--- config.mk ---
export PLATFORM = sky130hd
export DESIGN_NAME = font_rom_arbiter
export DESIGN_NICKNAME = d
export VERILOG_FILES = /design/src/rtl/font_arb_pkg.sv /design/src/rtl/font_arb_tag_pipe.sv /design/src/rtl/font_rom_arbiter.sv
export SDC_FILE = /design/constraint.sdc
export NUM_CORES = 1
export LEC_CHECK = 0
export ABC_AREA = 1
export BUFFER_PORTS_ARGS = -buffer_cell sky130_fd_sc_hd__buf_4
export CAP_MARGIN = 10
export CORE_MARGIN = 8
export CORE_UTILIZATION = 40
export DETAILED_ROUTE_END_ITERATION = 12
export GPL_TIMING_DRIVEN = 0
export PLACE_DENSITY = 0.7
export SLEW_MARGIN = 20
export SYNTH_ARGS = -nofsm -noshare
export SYNTH_HDL_FRONTEND = slang
export SYNTH_SLANG_ARGS = --single-unit
--- constraint.sdc ---
create_clock -name clk -period 1.5 [get_ports clk]
set_input_delay 0.3 -clock clk [delete_from_list [all_inputs] [get_ports clk]]
set_output_delay 0.3 -clock clk [all_outputs]
set_load 0.05 [all_outputs]
--- src/rtl/font_arb_pkg.sv ---
// Shared types and defaults for the font ROM arbiter: address/data widths,
// return-tag encoding and secondary-requester FSM states.
package font_arb_pkg;

  localparam int FONT_ADDR_W   = 11;
  localparam int FONT_DATA_W   = 8;
  localparam int FONT_MAX_WAIT = 15;

  typedef enum logic [1:0] {
    TAG_NONE = 2'd0,
    TAG_VID  = 2'd1,
    TAG_SEC  = 2'd2
  } tag_t;

  typedef enum logic [1:0] {
    S_IDLE = 2'd0,
    S_PEND = 2'd1,
    S_RD   = 2'd2,
    S_ACK  = 2'd3
  } state_t;

endpackage

--- src/rtl/font_arb_tag_pipe.sv ---
// Delay line that carries the owner tag of each ROM read until its data is
// ready to be steered; depth matches the read-data latency.
module font_arb_tag_pipe
  import font_arb_pkg::*;
#(
  parameter int DEPTH = 1
) (
  input  logic clk,
  input  logic reset,
  input  tag_t tag_in,
  output tag_t tag_out
);

  tag_t stage [DEPTH];

  always_ff @(posedge clk) begin
    if (reset) begin
      for (int i = 0; i < DEPTH; i++) stage[i] <= TAG_NONE;
    end else begin
      stage[0] <= tag_in;
      for (int i = 1; i < DEPTH; i++) stage[i] <= stage[i-1];
    end
  end

  assign tag_out = stage[DEPTH-1];

endmodule

--- src/rtl/font_rom_arbiter.sv ---
// Two-port arbiter in front of the single-port font ROM; video always wins.
// Build option FONT_ARB_OUT_REG_EN adds an output data register (latency 2).
//
// state  | meaning
// S_IDLE | no secondary transaction; a sec_req is granted now or parked
// S_PEND | secondary request waiting behind video, wait_cnt counting
// S_RD   | secondary read in flight, leaves when sec_ack pulses
// S_ACK  | one-cycle turnaround, no secondary grant
module font_rom_arbiter
  import font_arb_pkg::*;
#(
  parameter int ADDR_W   = FONT_ADDR_W,
  parameter int DATA_W   = FONT_DATA_W,
  parameter int MAX_WAIT = FONT_MAX_WAIT
) (
  input  logic              clk,
  input  logic              reset,
  input  logic              vid_req,
  input  logic [ADDR_W-1:0] vid_addr,
  output logic              vid_valid,
  output logic [DATA_W-1:0] vid_data,
  input  logic              sec_req,
  input  logic [ADDR_W-1:0] sec_addr,
  output logic              sec_ack,
  output logic [DATA_W-1:0] sec_data,
  output logic              sec_starved,
  output logic [ADDR_W-1:0] rom_addr,
  input  logic [DATA_W-1:0] rom_data
);

  localparam int WAIT_W = $clog2(MAX_WAIT + 1);

`ifdef FONT_ARB_OUT_REG_EN
  localparam int PIPE_DEPTH = 2;
`else
  localparam int PIPE_DEPTH = 1;
`endif

  state_t            state;
  logic [WAIT_W-1:0] wait_cnt;
  logic [ADDR_W-1:0] last_addr;
  logic [DATA_W-1:0] vid_hold;
  logic [DATA_W-1:0] sec_hold;
  logic [DATA_W-1:0] data_src;
  logic              vid_grant;
  logic              sec_grant;
  tag_t              tag_in;
  tag_t              tag_out;

  always_comb begin
    vid_grant = !reset && vid_req;
    sec_grant = !reset && !vid_req &&
                ((state == S_IDLE && sec_req) || state == S_PEND);
    tag_in    = TAG_NONE;
    rom_addr  = last_addr;
    if (reset) begin
      rom_addr = '0;
    end else if (vid_grant) begin
      tag_in   = TAG_VID;
      rom_addr = vid_addr;
    end else if (sec_grant) begin
      tag_in   = TAG_SEC;
      rom_addr = sec_addr;
    end
  end

  always_ff @(posedge clk) begin
    if (reset)          last_addr <= '0;
    else if (vid_grant) last_addr <= vid_addr;
    else if (sec_grant) last_addr <= sec_addr;
  end

  font_arb_tag_pipe #(.DEPTH(PIPE_DEPTH)) u_tag_pipe (
    .clk     (clk),
    .reset   (reset),
    .tag_in  (tag_in),
    .tag_out (tag_out)
  );

  always_ff @(posedge clk) begin
    if (reset) begin
      state    <= S_IDLE;
      wait_cnt <= '0;
    end else begin
      case (state)
        S_IDLE: if (sec_req) begin
          if (vid_req) begin
            state    <= S_PEND;
            wait_cnt <= WAIT_W'(1);  // the request already lost this cycle
          end else begin
            state    <= S_RD;
          end
        end
        S_PEND: if (!vid_req) begin
          state    <= S_RD;
          wait_cnt <= '0;
        end else if (wait_cnt < WAIT_W'(MAX_WAIT)) begin
          wait_cnt <= wait_cnt + WAIT_W'(1);
        end
        S_RD:    if (sec_ack) state <= S_ACK;
        default: state <= S_IDLE;
      endcase
    end
  end

  assign sec_starved = (state == S_PEND) && (wait_cnt >= WAIT_W'(MAX_WAIT));

`ifdef FONT_ARB_OUT_REG_EN
  logic [DATA_W-1:0] rom_data_q;

  always_ff @(posedge clk) begin
    if (reset) rom_data_q <= '0;
    else       rom_data_q <= rom_data;
  end

  assign data_src = rom_data_q;
`else
  assign data_src = rom_data;
`endif

  // Valid strobes are masked during reset so in-flight reads never surface.
  always_comb begin
    vid_valid = !reset && (tag_out == TAG_VID);
    sec_ack   = !reset && (tag_out == TAG_SEC);
    vid_data  = vid_valid ? data_src : vid_hold;
    sec_data  = sec_ack   ? data_src : sec_hold;
  end

  always_ff @(posedge clk) begin
    if (reset) begin
      vid_hold <= '0;
      sec_hold <= '0;
    end else begin
      if (vid_valid) vid_hold <= data_src;
      if (sec_ack)   sec_hold <= data_src;
    end
  end

endmodule
==> impl_metrics.tcl <==
set metrics [dict create \
    insertion_delay_ps 290 \
    powerDensity_nw_per_um2 1170 \
    synth-simple-area-share_pct 27.3 \
    clock-sinks 35 \
    worstPathMaxFanout 5 \
    min_period_over_period_pct 133 \
    yosys_warnings 0 \
    final_util_pct 85.7 \
    place_ws_ps -284 \
    maxSlewHeadroom_pct 68.0 \
    grt_antenna_before_repair 0 \
    syn2layout_area_growth_pct 106 \
    synthCells 234 \
    netlist.area_leader.share_pct 41.8 \
    cts_htree_levels 2 \
    r2r_cells 9 \
    critPathLaunchType "flop" \
    synth_seq_area_share_pct 41.8 \
    n_fill_cell 215 \
    die-width_um 80.7 \
    min_path_cells 3 \
    rsz0062_at_grt "yes" \
    finClkSkew_ps 2.57 \
    wl_per_cell_um 15.1 \
    hold_violations 0 \
    setup_violations 30 \
    drc_errors 0 \
    tightestPinTransition_ps 480 \
    violations "setup timing" \
    finalPower_mw 4.05 \
    p_leak_nw 1.63 \
    rows 23 \
    syn_area_per_cell_um2 7.16 \
    crit_type "flop to output port" \
    synth_fa_ha_area_share_pct 3.73 \
    grt.total_usage_pct 18.3 \
    ys_ff_latch 35 \
    grt_pass1_vias 2007 \
    die_h_um 80.7 \
    hold_slack_ps 239 \
    max_freq_ghz 0.501 \
    worstPathRequired_ps 1200 \
    cts-root-buf "clkbuf_8" \
    io_pins 64 \
    status "finished with violations" \
    layout-drive-gt1-share_pct 63.5 \
    stdcell_count 398 \
    synth_compound_area_share_pct 14.4 \
    synth_top_area_cell "dfxtp_1" \
    coreArea_um2 4030 \
    fin_crit_ps 1990 \
    rrSetupSlack_ps -270 \
    r2r_start "state[1]" \
    holdPathEnd "last_addr[1]" \
    arrival_ps 1690 \
    dieArea_um2 6510 \
    holdBufCountCts 0 \
    overflow 0 \
    synth_xor_area_share_pct 0 \
    setup_tns_ps -9470 \
    min_from "sec_addr[1]" \
    layout.nets 386 \
    place_congestion 0.790 \
    synth_nets 273 \
    synthesis.area_um2 1680 \
    seq_area_um2 718 \
    multiInputGateArea_um2 1290 \
    portBuffers 63 \
    wl_um 6020 \
    fin_ws_ps -494 \
    first_iter_violations 81 \
    post_dp_cell_area_um2 2450 \
    cts_tree "built" \
    grt_start_max_net_pins 11 \
    clk_pin_slew_ps 70 \
    cp-end-kind "output port" \
    routed-via-count 1969 \
    muxShareOfSynthArea_pct 0 \
    reg2reg_to "state[0]" \
    critPathSlowestCell "dfxtp_4" \
    vias_per_cell 4.95 \
    synth_top_family_by_area "simple AND/OR/NAND/NOR gates" \
    hpwl_um 3420 \
    insertedDiodeCount 0 \
    cts_buffers 5 \
    cpPeakStageDelay_ps 360 \
    synth.distinct_cells 28 \
    cap_violations 0 \
    dp.cells 347 \
    cts.path.max_buffers 2 \
    start_util_pct 41.6 \
    final_design_area_no_fill_um2 3450 \
    hp-class "input pin to flop" \
    firstDrtPassIters 4 \
    path_cells "inv_4, ha_4, inv_2, o21ai_4, nand2_4, buf_12, clkinv_8, nand2_2, nand3_4, buf_8" \
    ys_top_cells_by_area "dfxtp_1 (42%), nand2_1 (9.9%), inv_1 (9.6%)" \
    vdd_drop_max_uv 1040 \
    maxSlewViolCount 0 \
    ant_nets 0 \
    grt_pass1_wl_um 9380 \
]
-- registers in the layout, summed over array words and instances, names as in the netlist --
signal and count:
last_addr 11, sec_hold 8, vid_hold 8, wait_cnt 4
state 2, u_tag_pipe.stage 2
-- where the power goes --
part	leakage, nW	switching [mW]	internal, mW
clock network	0.0422	0.330	0.326
registers	0.291	0.0856	1.06
logic	1.30	1.28	0.963
total	1.63	1.69	2.35
-- placed cells by master (no fill, tap or decap), drive strengths merged --
master / netlist / final
buf: 6 / 108
inv: 46 / 47
nand2: 46 / 46
dfxtp: 35 / 35
nand3: 25 / 26
nor2: 18 / 18
o21ai: 18 / 18
a21oi: 15 / 15
a211oi: 8 / 8
or2: 8 / 8
clkbuf: 0 / 7
ha: 5 / 5
clkinv: 1 / 3
nor3: 1 / 1
o21a: 1 / 1
nand4: 1 / 1
clkinvlp: 0 / 1
-- per-layer routing --
layer | up-vias | track usage (%) | wire length [um] | part of all wire [%]
met1 | 913 | 19.4 | 2240 | 37
met4 | 0 | 7.14 | 138 | 2.3
met2 | 72 | 31.1 | 3140 | 52
li1 | 973 | - | - | -
met5 | - | 0 | 0 | 0
met3 | 11 | 7.92 | 499 | 8.3
-- critical path: cells and delay by family, from the launching register on --
family,cells,cell delay [ps]
flip-flops,1,360
adder cells (fa/ha/maj),1,130
AO/OA/AOI/OAI,1,160
AND/OR/NAND/NOR,3,240
buffers and inverters,5,500
-- logic make-up (layout without fill, tap and decap cells) --
kind of cell / Yosys count / after routing
simple gates: 99 / 100
compound gates: 42 / 42
flops: 35 / 35
fa+ha+maj: 5 / 5
buf+inv: 53 / 166
-- cell usage after synthesis --
library cell  count
o21ai_1           2
or2_0             2
nor2_2            1
nand3_4           1
nand2_2           1
inv_1            43
nand3_2           1
buf_1             1
o21ai_2           1
buf_6             1
nand3_1          23
nand2_1          44
nor3_1            1
a211oi_1          7
or2_1             6
clkinv_1          1
nand4_1           1
o21a_1            1
buf_2             3
dfxtp_1          35
a21oi_1          15
nand2_4           1
ha_1              5
a211oi_2          1
buf_4             1
o21ai_0          15
nor2_1           17
inv_2             3
-- area by class of cell --
type	count	area share [%]
buffer	5	1.12
clock buffer	7	2.21
clock inverter	1	0.145
inverter	47	6.37
multi-input combinational	147	37.2
sequential	35	20.8
tap	50	1.81
timing repair buffer	103	29.4
timing repair inverter	3	0.942
-- what timing repair did --
action / in CTS / in global routing
resized for setup: 133 / 24
pin swaps: 13 / 12
endpoints found under the setup margin: 29 / 36
cloned: 5 / 0
hold endpoints to repair: 0 / 0
setup buffers: 29 / 11
-- worst max-delay path by stage --
| stage | cells past startpoint | slack [ps] | start | end |
|---|---|---|---|---|
| after CTS | 10 | -500 | state[0] | rom_addr[5] |
| after floorplan | 6 | -90 | u_tag_pipe.stage[0][1] | sec_data[0] |
| after global routing | 10 | -570 | state[1] | rom_addr[5] |
| after global placement | 6 | -280 | vid_req | rom_addr[6] |
| after detailed placement | 9 | -280 | state[1] | rom_addr[5] |
| final | 10 | -490 | state[1] | rom_addr[2] |
No activity file was read; power rests on OpenSTA's default activity.
